[config.mk]
export PLATFORM = sky130hd
export DESIGN_NAME = stochastic_to_binary
export DESIGN_NICKNAME = d
export VERILOG_FILES = /design/src/rtl/stochastic_to_binary_pkg.sv /design/src/rtl/s2b_window_counter.sv /design/src/rtl/stochastic_to_binary.sv
export VERILOG_INCLUDE_DIRS = /design/src /design/src/rtl
export SDC_FILE = /design/constraint.sdc
export NUM_CORES = 1
export LEC_CHECK = 0
export BUFFER_PORTS_ARGS = -buffer_cell sky130_fd_sc_hd__buf_2
export CAP_MARGIN = 20
export CORE_MARGIN = 5
export CORE_UTILIZATION = 45
export DETAILED_ROUTE_END_ITERATION = 10
export PLACE_DENSITY_LB_ADDON = 0.12
export SYNTH_ARGS = -nofsm -noshare
export SYNTH_HDL_FRONTEND = slang
export SYNTH_SLANG_ARGS = --single-unit
[constraint.sdc]
create_clock -name clock -period 2.5 [get_ports clock]
set_clock_uncertainty 0.2 [all_clocks]
set_input_delay 0.125 -clock clock [delete_from_list [all_inputs] [get_ports clock]]
set_output_delay 0.125 -clock clock [all_outputs]
set_load 0.05 [all_outputs]
[src/rtl/sys_defs.svh]
// System-wide defines shared by the stochastic computing datapath.
`ifndef SYS_DEFS_SVH
`define SYS_DEFS_SVH

`define BIN_LEN 8

`endif

[src/rtl/stochastic_to_binary_pkg.sv]
// Shared types and constants for the stochastic-to-binary converter.
// Window length derives from `BIN_LEN in sys_defs.svh.
package stochastic_to_binary_pkg;

`include "sys_defs.svh"

  localparam int unsigned BIN_LEN    = `BIN_LEN;
  localparam int unsigned WINDOW_LEN = 32'd1 << BIN_LEN;

  typedef enum logic [1:0] {
    IDLE  = 2'd0,
    COUNT = 2'd1,
    WAIT  = 2'd2
  } s2b_state_e;

endpackage

[src/rtl/s2b_window_counter.sv]
// Counts ones and samples over a 2^W sample window; done flags the cycle
// whose enabled sample is the last one of the window.
module s2b_window_counter
  import stochastic_to_binary_pkg::*;
#(
  parameter int W = BIN_LEN
) (
  input  logic         clock,
  input  logic         reset,
  input  logic         clear,
  input  logic         enable,
  input  logic         in_bit,
  output logic [W:0]   count,
  output logic         done
);

  localparam logic [W:0] LAST_SAMPLE = {1'b0, {W{1'b1}}};

  logic [W:0] ones_r;
  logic [W:0] samples_r;

  // Ones and sample accumulators; clear wins over a same-cycle sample.
  always_ff @(posedge clock or negedge reset) begin
    if (!reset) begin
      ones_r    <= {(W+1){1'b0}};
      samples_r <= {(W+1){1'b0}};
    end else if (clear) begin
      ones_r    <= {(W+1){1'b0}};
      samples_r <= {(W+1){1'b0}};
    end else if (enable) begin
      ones_r    <= ones_r + {{W{1'b0}}, in_bit};
      samples_r <= samples_r + {{W{1'b0}}, 1'b1};
    end else begin
      ones_r    <= ones_r;
      samples_r <= samples_r;
    end
  end

  assign count = ones_r;
  assign done  = enable && (samples_r == LAST_SAMPLE);

endmodule

[src/rtl/stochastic_to_binary.sv]
// Stochastic bitstream to binary converter with a valid/ready result register.
// Define S2B_OVERRUN_EN to overwrite unconsumed results and flag a sticky overrun.
module stochastic_to_binary
  import stochastic_to_binary_pkg::*;
#(
  parameter int W = BIN_LEN
) (
  input  logic         clock,
  input  logic         reset,
  input  logic         enable,
  input  logic         in_bit,
  input  logic         start,
  output logic [W-1:0] out_val,
  output logic         out_valid,
  input  logic         out_ready,
  output logic         busy
`ifdef S2B_OVERRUN_EN
  ,
  output logic         overrun
`endif
);

  s2b_state_e   state_r;
  logic [W-1:0] out_val_r;
  logic         out_valid_r;
  logic         busy_r;
`ifdef S2B_OVERRUN_EN
  logic         overrun_r;
`else
  logic [W-1:0] pending_r;
`endif

  logic         cnt_clear;
  logic         cnt_enable;
  logic [W:0]   cnt_count;
  logic         cnt_done;
  logic [W:0]   ones_final;
  logic [W-1:0] result;
  logic         reg_free;

  // Only a full window of ones reaches 2^W, which must clamp to all-ones.
  function automatic logic [W-1:0] saturate(input logic [W:0] value);
    return value[W] ? {W{1'b1}} : value[W-1:0];
  endfunction

  s2b_window_counter #(.W(W)) u_counter (
    .clock  (clock),
    .reset  (reset),
    .clear  (cnt_clear),
    .enable (cnt_enable),
    .in_bit (in_bit),
    .count  (cnt_count),
    .done   (cnt_done)
  );

  // Counter control: clear whenever a fresh window may begin next cycle.
  always_comb begin
    cnt_enable = 1'b0;
    cnt_clear  = 1'b0;
    case (state_r)
      IDLE: begin
        cnt_clear = start;
      end
      COUNT: begin
        cnt_enable = enable;
        cnt_clear  = cnt_done;
      end
      WAIT: begin
        cnt_clear = out_ready;
      end
      default: begin
        cnt_clear = 1'b1;
      end
    endcase
  end

  assign ones_final = cnt_count + {{W{1'b0}}, in_bit};
  assign result     = saturate(ones_final);
  assign reg_free   = !out_valid_r || out_ready;

  // Control FSM and result register; a consumed result drops out_valid
  // unless a new one loads on the same edge.
  always_ff @(posedge clock or negedge reset) begin
    if (!reset) begin
      state_r     <= IDLE;
      out_val_r   <= {W{1'b0}};
      out_valid_r <= 1'b0;
      busy_r      <= 1'b0;
`ifdef S2B_OVERRUN_EN
      overrun_r   <= 1'b0;
`else
      pending_r   <= {W{1'b0}};
`endif
    end else begin
      if (out_valid_r && out_ready) begin
        out_valid_r <= 1'b0;
      end else begin
        out_valid_r <= out_valid_r;
      end
      case (state_r)
        IDLE: begin
          state_r <= start ? COUNT : IDLE;
          busy_r  <= start;
        end
        COUNT: begin
          if (cnt_done) begin
            if (reg_free) begin
              out_val_r   <= result;
              out_valid_r <= 1'b1;
              state_r     <= start ? COUNT : IDLE;
              busy_r      <= start;
            end else begin
`ifdef S2B_OVERRUN_EN
              out_val_r   <= result;
              out_valid_r <= 1'b1;
              overrun_r   <= 1'b1;
              state_r     <= start ? COUNT : IDLE;
              busy_r      <= start;
`else
              pending_r   <= result;
              state_r     <= WAIT;
              busy_r      <= 1'b1;
`endif
            end
          end else begin
            state_r <= COUNT;
            busy_r  <= 1'b1;
          end
        end
        WAIT: begin
`ifdef S2B_OVERRUN_EN
          state_r <= IDLE;
          busy_r  <= 1'b0;
`else
          if (out_ready) begin
            out_val_r   <= pending_r;
            out_valid_r <= 1'b1;
            state_r     <= start ? COUNT : IDLE;
            busy_r      <= start;
          end else begin
            state_r <= WAIT;
            busy_r  <= 1'b1;
          end
`endif
        end
        default: begin
          state_r <= IDLE;
          busy_r  <= 1'b0;
        end
      endcase
    end
  end

  assign out_val   = out_val_r;
  assign out_valid = out_valid_r;
  assign busy      = busy_r;
`ifdef S2B_OVERRUN_EN
  assign overrun   = overrun_r;
`endif

endmodule
==> results.md <==
* GP Congestion at 0.842
* Post-Syn Area per Cell at 9.54 um^2
* Core area at 0.00432 mm^2
* Die height at ~77 um
* Crit-path slowest cell: nor4_1
* Post-Synthesis Cells at between 200 and 250
* Congestion Overflow GR at 0
* CP top delay family: simple AND/OR/NAND/NOR gates
* DP Area at ~0.0022 mm^2
* Routed Antenna Nets at 0
* Hold Path End: u_counter.count[0]$_DFFE_PN0P_
* CTS root buffer: clkbuf_8
* Crit-path cells: ha_1, ha_1, nand3_1, o21a_1, nor4_1, a211oi_1
* CTS Buf Count at 5
* Pwr dens at 702 mW/mm^2
* CP required at roughly 2400 ps
* Final #Nets at 249
* Initial antenna violation count at 0
* Fin util at between 50% and 60%
* Critical R2R Capture: out_val[6]$_DFFE_PN0P_
* Setup Total Neg Slack at 0 ps
* Area of the die at between 0.005 and 0.006 mm^2
* Largest net degree at the start of global routing at 39
* Sink Count at 38
* Buffers on Ports at 15
* Initial Util at around 46%
* Crit Path Max Fanout at 9
* CP peak stage delay at roughly 600 ps
* Crit Path Class: reg2reg
* Worst path bufs/invs at 0
* Fill cell count at 392
* GR Util All Layers at 15.2%
* Initial DRT Pass Iterations at 4
* Yosys warnings at 0
* WL/cell at approximately 15 um
* Least-Margin Pin Slew at 810 ps
* Final setup violation count at 0
* Peak Freq at 0.430 GHz
* WL final at roughly 4300 um
* Reg-to-reg startpoint: u_counter.count[0]$_DFFE_PN0P_
* Layout cells sized above 1 at approximately 16%
* Crit path launch type: register
* CTS tree: built
* Status: complete, no violations
* Design area at 0.00232 mm^2
* Via count of the first global-routing pass at around 1600
* Clock transition at path regs at ~80 ps
* Setup bufs post-CTS at 0
* Rows at 24
* Hold_buf cts at 3
* Hold WC Path Type: in2reg
* Hold Path Origin: in_bit
* Initial DRC Count at between 100 and 150
* Slew HR at a little under half
* Global-route wire length before repair at between 7000 and 8000 um
* Sequential fraction of the synthesis area at between 40% and 50%
* Synthesized cell area at ~0.0020 mm^2
* Die width at ~77 um
* CTS Buffer Depth at 2
* Post-Syn Nets at about 220
* Post-DP HPWL at 3110 um
* P_leak at between 1 and 1.5 nW
* Yosys cell types at 40
* Clock Latency Late Sink at between 200 and 300 ps
* Via count at 1657
* Max Cap Viol at 0
* Synth-to-layout area growth at 16.3%
* Crit path top cell by count: ha_1
* Min Tclk post-route at 2320 ps
* Hold Slack at 59.3 ps
* Worst VDD drop at ~0.00038 V
* CP Capture Type: register
* Critical path arrival at roughly 2300 ps
* Max-slew violations at 0
* Post-cts sizing count at 0
* Final hold violation count at 0
* Vias/cell at between 5 and 6
* I/O pin total at 16
* Final period util at 92.9%
* N_diodes at 0
* RSZ-0062 raised after global routing: no
* Synth Register Bits at 38
* CTS HTree Levels at 2
* R2R Setup Slk at roughly 180 ps
* Cell count of the worst hold path at 3
* # DRC at 0
* FF-to-FF path depth at 6
-- sequential cells by signal (all words and copies together), names as in the netlist --
name / count
busy: 1
out_val: 8
out_valid: 1
pending_r: 8
state_r: 2
u_counter.count: 9
u_counter.samples_r: 9
-- layer usage --
| layer | vias up | wire, um | GRT usage, % |
|---|---|---|---|
| met5 | - | 0 | 0 |
| met4 | 0 | 52 | 4.72 |
| met3 | 6 | 293 | 4.61 |
| met2 | 52 | 2080 | 24.2 |
| met1 | 799 | 1890 | 19.7 |
| li1 | 800 | - | - |
-- worst min-delay path, stage by stage --
cell	delay, ps
buf_2	80
ha_1	180
a22o_1	140
-- per-stage QoR --
step	cells	setup slack [ps]	total power [mW]
final	288	177	1.63
after global routing	288	48.4	1.70
after CTS	288	223	1.64
after detailed placement	277	251	1.00
after global placement	277	268	0.992
after floorplan	209	412	0.919
-- synthesized netlist by cell type --
| cell | number | area (um^2) |
|---|---|---|
| a211oi_1 | 5 | 37.5 |
| inv_1 | 8 | 30.0 |
| a22o_1 | 5 | 43.8 |
| buf_4 | 2 | 15.0 |
| nand3_1 | 12 | 60.1 |
| o21bai_1 | 1 | 7.51 |
| o21ba_2 | 1 | 10.0 |
| o32ai_2 | 1 | 16.3 |
| nand2b_1 | 3 | 18.8 |
| nor4b_2 | 1 | 15.0 |
| o21ai_0 | 14 | 70.1 |
| a221o_1 | 1 | 10.0 |
| nor3b_1 | 4 | 30.0 |
| a221oi_1 | 1 | 8.76 |
| o31a_1 | 1 | 8.76 |
| nor3b_2 | 1 | 12.5 |
| nor3_1 | 8 | 40.0 |
| clkbuf_1 | 3 | 11.3 |
| nor4b_1 | 1 | 8.76 |
| buf_2 | 1 | 5.00 |
| dfrtp_1 | 38 | 951 |
| xnor2_1 | 4 | 35.0 |
| buf_6 | 1 | 11.3 |
| o21a_1 | 3 | 22.5 |
| ha_1 | 8 | 100 |
| o22ai_1 | 3 | 18.8 |
| mux2i_1 | 2 | 20.0 |
| and3_1 | 1 | 6.26 |
| nor3_2 | 2 | 20.0 |
| nor4_1 | 4 | 25.0 |
| nand4_2 | 1 | 12.5 |
| nand2_1 | 19 | 71.3 |
| a21oi_1 | 13 | 65.1 |
| or3_1 | 3 | 18.8 |
| nor2b_1 | 1 | 6.26 |
| nor2_1 | 23 | 86.3 |
| xor2_1 | 2 | 17.5 |
| a21o_1 | 2 | 15.0 |
| a31oi_1 | 4 | 25.0 |
| nand4_1 | 1 | 6.26 |
-- power by group --
part	internal [mW]	total [mW]	switching (mW)
Combinational	0.103	0.250	0.147
Clock	0.400	0.628	0.229
Sequential	0.681	0.749	0.0681
-- worst max path at each step --
stage                                             startpoint                  endpoint  slack (ps)  depth (start not counted)
after global placement        u_counter.count[0]$_DFFE_PN0P_    out_val[7]$_DFFE_PN0P_         270                          6
after CTS                     u_counter.count[0]$_DFFE_PN0P_    out_val[6]$_DFFE_PN0P_         220                          6
final                         u_counter.count[0]$_DFFE_PN0P_    out_val[6]$_DFFE_PN0P_         180                          6
after global routing          u_counter.count[0]$_DFFE_PN0P_    out_val[6]$_DFFE_PN0P_          50                          6
after floorplan           u_counter.samples_r[0]$_DFFE_PN0P_  pending_r[6]$_DFFE_PN0P_         410                          9
after detailed placement      u_counter.count[0]$_DFFE_PN0P_    out_val[6]$_DFFE_PN0P_         250                          6
-- placed cells by master, fill, tap and decap left out, types with 2 or more instances in the layout --
cell	instances
dfrtp_1	38
nor2_1	23
nand2_1	19
buf_2	15
o21ai_0	14
a21oi_1	13
nand3_1	12
inv_1	8
nor3_1	8
ha_1	8
buf_4	8
a22o_1	5
a211oi_1	5
clkbuf_8	5
nor4_1	4
a31oi_1	4
xnor2_1	4
nor3b_1	4
o22ai_1	3
nand2b_1	3
o21a_1	3
or3_1	3
dlygate4sd3_1	3
a21o_1	2
nor3_2	2
xor2_1	2
mux2i_1	2
bufinv_16	2
-- final cells by class --
class	instances	area, um^2	area share [%]
Multi-Input combinational cell	156	970	41.8
Tap cell	52	65.1	2.81
Timing Repair Buffer	26	165	7.12
Inverter	8	30.0	1.30
Clock inverter	3	68.8	2.97
Clock buffer	5	68.8	2.97
Sequential cell	38	951	41.0
-- logic make-up (layout without fill, tap and decap cells) --
logic type | after synthesis | after routing | share of synthesized area (%)
AOI/OAI and AO/OA | 55 | 55 | 18.0
xor gates and xnor gates | 6 | 6 | 2.64
muxes | 2 | 2 | 1.00
and+or+nand+nor | 85 | 85 | 22.0
buffers and inverters | 15 | 42 | 3.64
adders and majority gates | 8 | 8 | 5.02
DFF | 38 | 38 | 47.7
Power figures use the tool's default switching activity.
